===== src/rtl/dmem_pkg.sv =====
// Shared types and defaults for the data memory responder.
package dmem_pkg;

    typedef enum logic [1:0] {
        IDLE = 2'd0,
        BUSY = 2'd1,
        RESP = 2'd2
    } dmem_state_t;

    localparam int DMEM_NBITS = 8;
    localparam int DMEM_DEPTH = 32;
    localparam int DMEM_WAIT  = 2;

    // Width of the wait counter; covers WAIT values 0..15.
    localparam int DMEM_CTR_W = 4;

    // Value loaded into the wait counter on acceptance (WAIT-1, or 0 when no wait).
    function automatic logic [DMEM_CTR_W-1:0] wait_load_value(input int wait_cycles);
        if (wait_cycles > 0) begin
            return DMEM_CTR_W'(wait_cycles - 1);
        end
        return '0;
    endfunction

endpackage


===== src/rtl/dmem_wait_ctr.sv =====
// Down-counter that times the BUSY phase: load on acceptance, decrement while
// busy, and flag zero so the FSM knows when to move to the response.
module dmem_wait_ctr
    import dmem_pkg::*;
(
    input  logic                  clock,
    input  logic                  reset,
    input  logic                  load,
    input  logic                  dec,
    input  logic [DMEM_CTR_W-1:0] load_value,
    output logic                  zero
);

    logic [DMEM_CTR_W-1:0] count_reg;

    // Load has priority; decrement saturates at zero.
    always_ff @(posedge clock or posedge reset) begin
        if (reset) begin
            count_reg <= '0;
        end else if (load) begin
            count_reg <= load_value;
        end else if (dec && (count_reg != '0)) begin
            count_reg <= count_reg - 1'b1;
        end
    end

    assign zero = (count_reg == '0);

endmodule


===== src/rtl/data_mem_responder.sv =====
// Word-addressed data memory with a fixed-latency request/response handshake.
// A request is accepted in IDLE, waits WAIT cycles in BUSY, and completes with
// a one-cycle Done pulse in RESP. Build option: DMEM_RANGE_CHECK_EN enables
// out-of-range detection (Err); without it the address wraps modulo DEPTH.
module data_mem_responder
    import dmem_pkg::*;
#(
    parameter int NBITS = DMEM_NBITS,
    parameter int DEPTH = DMEM_DEPTH,
    parameter int WAIT  = DMEM_WAIT
) (
    input  logic             clock,
    input  logic             reset,
    input  logic             Valid,
    input  logic             Write,
    input  logic [NBITS-1:2] Address,
    input  logic [NBITS-1:0] WriteData,
    output logic             Ready,
    output logic [NBITS-1:0] ReadData,
    output logic             Done,
    output logic             Err
);

    localparam int IW = (DEPTH > 1) ? $clog2(DEPTH) : 1;
    localparam bit HAS_WAIT = (WAIT > 0);
    localparam logic [DMEM_CTR_W-1:0] WAIT_LOAD = wait_load_value(WAIT);

    dmem_state_t state_reg;
    dmem_state_t state_next;

    logic             req_write_reg;
    logic [NBITS-1:2] req_addr_reg;
    logic [NBITS-1:0] req_data_reg;

    logic             accept;
    logic             enter_resp;
    logic             ctr_load;
    logic             ctr_dec;
    logic             ctr_zero;

    logic             eff_write;
    logic [NBITS-1:2] eff_addr;
    logic [NBITS-1:0] eff_data;
    logic [IW-1:0]    word_idx;
    logic             in_range;
    logic             mem_we;

    logic [DEPTH-1:0][NBITS-1:0] words;
    logic [NBITS-1:0]            rdata_reg;

    logic unused_addr_bits;

    dmem_wait_ctr u_wait_ctr (
        .clock      (clock),
        .reset      (reset),
        .load       (ctr_load),
        .dec        (ctr_dec),
        .load_value (WAIT_LOAD),
        .zero       (ctr_zero)
    );

    // State register.
    always_ff @(posedge clock or posedge reset) begin
        if (reset) begin
            state_reg <= IDLE;
        end else begin
            state_reg <= state_next;
        end
    end

    // Next-state logic and Moore outputs.
    always_comb begin
        state_next = state_reg;
        Ready      = 1'b0;
        Done       = 1'b0;
        ctr_load   = 1'b0;
        ctr_dec    = 1'b0;
        case (state_reg)
            IDLE: begin
                Ready = 1'b1;
                if (Valid) begin
                    if (HAS_WAIT) begin
                        state_next = BUSY;
                        ctr_load   = 1'b1;
                    end else begin
                        state_next = RESP;
                    end
                end
            end
            BUSY: begin
                ctr_dec = 1'b1;
                if (ctr_zero) begin
                    state_next = RESP;
                end
            end
            RESP: begin
                Done       = 1'b1;
                state_next = IDLE;
            end
            default: begin
                state_next = IDLE;
            end
        endcase
    end

    assign accept     = (state_reg == IDLE) && Valid;
    assign enter_resp = (state_next == RESP);

    // Capture the request on acceptance so later input changes are ignored.
    always_ff @(posedge clock or posedge reset) begin
        if (reset) begin
            req_write_reg <= 1'b0;
            req_addr_reg  <= '0;
            req_data_reg  <= '0;
        end else if (accept) begin
            req_write_reg <= Write;
            req_addr_reg  <= Address;
            req_data_reg  <= WriteData;
        end
    end

    // With WAIT=0 the response edge is the acceptance edge itself, so the
    // live inputs are used in IDLE and the captured copy otherwise.
    assign eff_write = (state_reg == IDLE) ? Write     : req_write_reg;
    assign eff_addr  = (state_reg == IDLE) ? Address   : req_addr_reg;
    assign eff_data  = (state_reg == IDLE) ? WriteData : req_data_reg;
    assign word_idx  = eff_addr[IW+1:2];

    // Upper address bits only matter when range checking is built in.
    assign unused_addr_bits = ^eff_addr;

`ifdef DMEM_RANGE_CHECK_EN
    logic err_reg;

    assign in_range = (int'(eff_addr) < DEPTH);

    // Err is refreshed on every response and cleared afterwards.
    always_ff @(posedge clock or posedge reset) begin
        if (reset) begin
            err_reg <= 1'b0;
        end else begin
            err_reg <= enter_resp && !in_range;
        end
    end

    assign Err = err_reg;
`else
    assign in_range = 1'b1;
    assign Err      = 1'b0;
`endif

    assign mem_we = enter_resp && eff_write && in_range;

    // One register per word so reset can clear the whole array at once.
    for (genvar gi = 0; gi < DEPTH; gi++) begin : g_word
        logic [NBITS-1:0] word_reg;

        // Word storage: cleared by reset, written on the response edge.
        always_ff @(posedge clock or posedge reset) begin
            if (reset) begin
                word_reg <= '0;
            end else if (mem_we && (word_idx == IW'(gi))) begin
                word_reg <= eff_data;
            end
        end

        assign words[gi] = word_reg;
    end

    // Load result: updated only by load responses, zero when out of range.
    always_ff @(posedge clock or posedge reset) begin
        if (reset) begin
            rdata_reg <= '0;
        end else if (enter_resp && !eff_write) begin
            rdata_reg <= in_range ? words[word_idx] : '0;
        end
    end

    assign ReadData = rdata_reg;

endmodule


===== config.mk =====
export PLATFORM = sky130hd
export DESIGN_NAME = data_mem_responder
export DESIGN_NICKNAME = d
export VERILOG_FILES = /design/src/rtl/dmem_pkg.sv /design/src/rtl/dmem_wait_ctr.sv /design/src/rtl/data_mem_responder.sv
export SDC_FILE = /design/constraint.sdc
export NUM_CORES = 1
export LEC_CHECK = 0
export CAP_MARGIN = 5
export CELL_PAD_IN_SITES_DETAIL_PLACEMENT = 1
export CELL_PAD_IN_SITES_GLOBAL_PLACEMENT = 2
export CORE_MARGIN = 10
export CORE_UTILIZATION = 25
export CTS_CLUSTER_SIZE = 8
export DETAILED_ROUTE_END_ITERATION = 10
export PLACE_DENSITY_LB_ADDON = 0.1
export SETUP_SLACK_MARGIN = 0.5
export SLEW_MARGIN = 20
export SYNTH_ARGS = -nofsm -noshare
export SYNTH_HDL_FRONTEND = slang
export SYNTH_SLANG_ARGS = --single-unit

===== constraint.sdc =====
create_clock -name clock -period 9.4 [get_ports clock]
set_input_delay 1.88 -clock clock [delete_from_list [all_inputs] [get_ports clock]]
set_output_delay 1.88 -clock clock [all_outputs]
set_load 0.005 [all_outputs]

==> out/metrics.cfg <==
[logic_synthesis]
syn_area_per_cell_um2 = 9.43
async_reset_ff_frac = 1.00
synth-edff-count = 0
yosysTopAreaCell = dfrtp_1
syn_inst = 1351
yosysWarnings = 0
yosysTopAreaCellShare = 0.558
ys_ff_latch = 284
synthFlopType = dfrtp_1
syn_area_um2 = 12700
ys_seq_area_frac = 0.558
synth_area_leaders = dfrtp_1 (56%), nand2_1 (12%), o21ai_0 (10%)
syn_nets = 1370
synthDistinctLibCells = 57

[clock_tree]
numCtsBuffers = 41
cts_tree = done
cts-root-buf = clkbuf_16
htreeDepth = 2
postCtsResizedCells = 0
cts.clk_slew.worst_paths_ns = 0.05
insertion_delay_ns = 0.56
hold_buffers = 0
post_cts_buffers = 0
cts.sinks = 284
clockBufferDepth = 3

[finish]
stdcell_area_um2 = 14800
largest_register_ffs = 256
multiInputGateArea_um2 = 5230
final_nets = 1360
syn2layout_area_growth_pct = 15.9
n_fill_cell = 5736
register_area_um2 = 7110
drive_gt1_frac = 0.0848
antennaDiodeCount = 0

[worst_hold_path]
min_delay_worst_endpoint = g_word[28].word_reg[5]
min_from = g_word[28].word_reg[5]
hold_class = reg2reg
whs_path_depth = 2

[timing]
relSlewSlack = 0.377
rsz0062_at_grt = no
hold_viol = 0
finalSetupTns_ns = 0
worst_clock_skew_ns = 0.0244
min_period_ns = 4.46
max_freq_mhz = 224
fin_crit_sh = 0.475
drv_slew = 0
tightest_slew_ns = 0.926
finalSetupViolCount = 0

[routing]
viasPerCell = 4.70
antenna_left = 0
post_drt_wl_per_cell_um = 21.3
num_vias = 9486
drt_iter0_markers = 479
wirelength_mm = 43.0
route.detailed.drc = 0
dr.pass1.iters = 4

[worst_setup_path]
worst_r2r_path_depth = 8
crit_arrival_ns = 4.91
path_class = in2reg
timing.rr.start = state_reg[1]
timing.critical_path.buf_inv = 2
max_stage_delay_ns = 0.58
rr_endpoint = ReadData[1]
cp_top_family = compound AO/OA/AOI/OAI gates
worstSetupEndpointType = register
cpMaxStageDelayCell = buf_4
cp-startpoint = Address[2]
worstSetupStartpointType = input port
worstPathCellList = clkdlybuf4s50_1, mux2_4, buf_4, mux2i_1, o21ai_0, o22ai_1, o2111ai_1, o221a_2
crit_path_max_fanout = 43
critPathRequiredTime_ns = 9.84
reg2reg_slack_ns = 5.56

[grt]
grt_antenna_before_repair = 0
grt_first_pass_wirelength_mm = 67.1
grt_overflow = 0
grt_use_total = 0.145
grt_max_degree = 154
grt_pass1_vias = 10200

[flow_run]
cap_violations = 0

[status]
status = complete, no violations

[floorplanning]
die_h_um = 246
io_pins = 29
die_area_um2 = 60400
rows = 82
initial_utilization = 0.253
core_area_um2 = 50300
die_x_um = 246

[pwr]
power.leakage_nw = 6.07
power.density_nw_per_um2 = 323
peakVddDrop_v = 0.000601

[place]
postPlaceCellArea_um2 = 13600
portBuffers = 26
place_congestion = 0.728
hpwl_mm = 26.0

==> placed cells by master, fill, tap and decap left out, types with 3 or more instances in the layout <==
cell type | Yosys | layout
o221a_2 | 4 | 4
clkdlybuf4s50_1 | 0 | 26
o21ai_1 | 11 | 11
inv_1 | 6 | 5
nand3_1 | 5 | 5
and2b_1 | 3 | 3
mux2i_4 | 1 | 9
o21ai_0 | 262 | 262
nor2_2 | 3 | 3
o22ai_1 | 26 | 26
nor4_1 | 15 | 15
mux2_2 | 13 | 13
buf_4 | 12 | 17
o2111ai_1 | 5 | 5
nor2_1 | 5 | 5
a311oi_1 | 3 | 3
mux2i_1 | 67 | 59
o31a_1 | 3 | 3
a211o_1 | 5 | 5
a31oi_4 | 3 | 3
nand2_1 | 414 | 414
dfrtp_1 | 284 | 284
a21oi_1 | 70 | 70
o221ai_1 | 4 | 4
clkbuf_16 | 0 | 44
==> worst min-delay path, delay by kind of cell (launching register included) <==
family | cells | cell delay, ns
flops | 1 | 0.34
compound gates | 1 | 0.06
simple gates | 1 | 0.05
==> Yosys cell counts, drive strengths merged (3+ instances only) <==
cell type	number
o31a	3
o221a	5
inv	6
o2111ai	5
and2b	3
a211o	5
nor4	17
nand2	416
nor2	11
nand3	7
o22ai	26
mux2	15
o221ai	4
a21oi	70
nor3b	3
a31oi	4
dfrtp	284
mux2i	69
clkbuf	47
o21ai	273
buf	52
a311oi	3
==> cells by family (layout without fill, tap and decap cells) <==
group,count (synthesis),after routing,synth area share
simple gates,466,466,0.152
compound gates,407,407,0.178
flops,284,284,0.558
buf+inv,105,99,0.0398
mux,84,84,0.0693
xor+xnor,3,3,0.00206
fa+ha+maj,1,1,0.000982
other cells,1,1,0.000294
==> layout make-up <==
| class | count | area share |
|---|---|---|
| clock inverter | 1 | 0.000593 |
| sequential | 284 | 0.482 |
| timing repair buffer | 46 | 0.0307 |
| clock buffer | 46 | 0.0743 |
| inverter | 6 | 0.00178 |
| tap | 672 | 0.0570 |
| multi-input combinational | 962 | 0.354 |
==> where the power goes <==
part / switching [W] / leakage (nW) / internal [W]
registers: 0.000167 / 3.89 / 0.00149
logic: 0.00123 / 1.64 / 0.000521
clock network: 0.000549 / 0.544 / 0.000809
==> layer usage <==
layer | GRT usage | share of wire
met1 | 0.204 | 0.50
met2 | 0.222 | 0.44
met3 | 0.0226 | 0.025
met4 | 0.0525 | 0.027
met5 | 0 | 0
==> per-stage QoR <==
| stage | total power (W) | utilization | setup WS [ns] | hold WS, ns | std cells |
|---|---|---|---|---|---|
| after floorplan | 0.00270 | - | 3.76 | 0.448 | 1351 |
| after global placement | 0.00345 | 0.271 | 4.34 | 0.461 | 1969 |
| after detailed placement | 0.00348 | 0.271 | 4.34 | 0.470 | 1969 |
| after CTS | 0.00488 | 0.293 | 4.93 | 0.481 | 2016 |
| after global routing | 0.00509 | 0.294 | 4.83 | 0.503 | 2017 |
| final | 0.00477 | 0.294 | 4.94 | 0.475 | 2017 |
==> worst max-delay path by stage <==
stage                  endpoint  cells past startpoint
global placement    ReadData[1]                      8
global route        ReadData[1]                      8
floorplan           ReadData[0]                      1
finish              ReadData[1]                      8
CTS                 ReadData[1]                      8
detailed placement  ReadData[1]                      8
(Power assumes the default switching activity.)
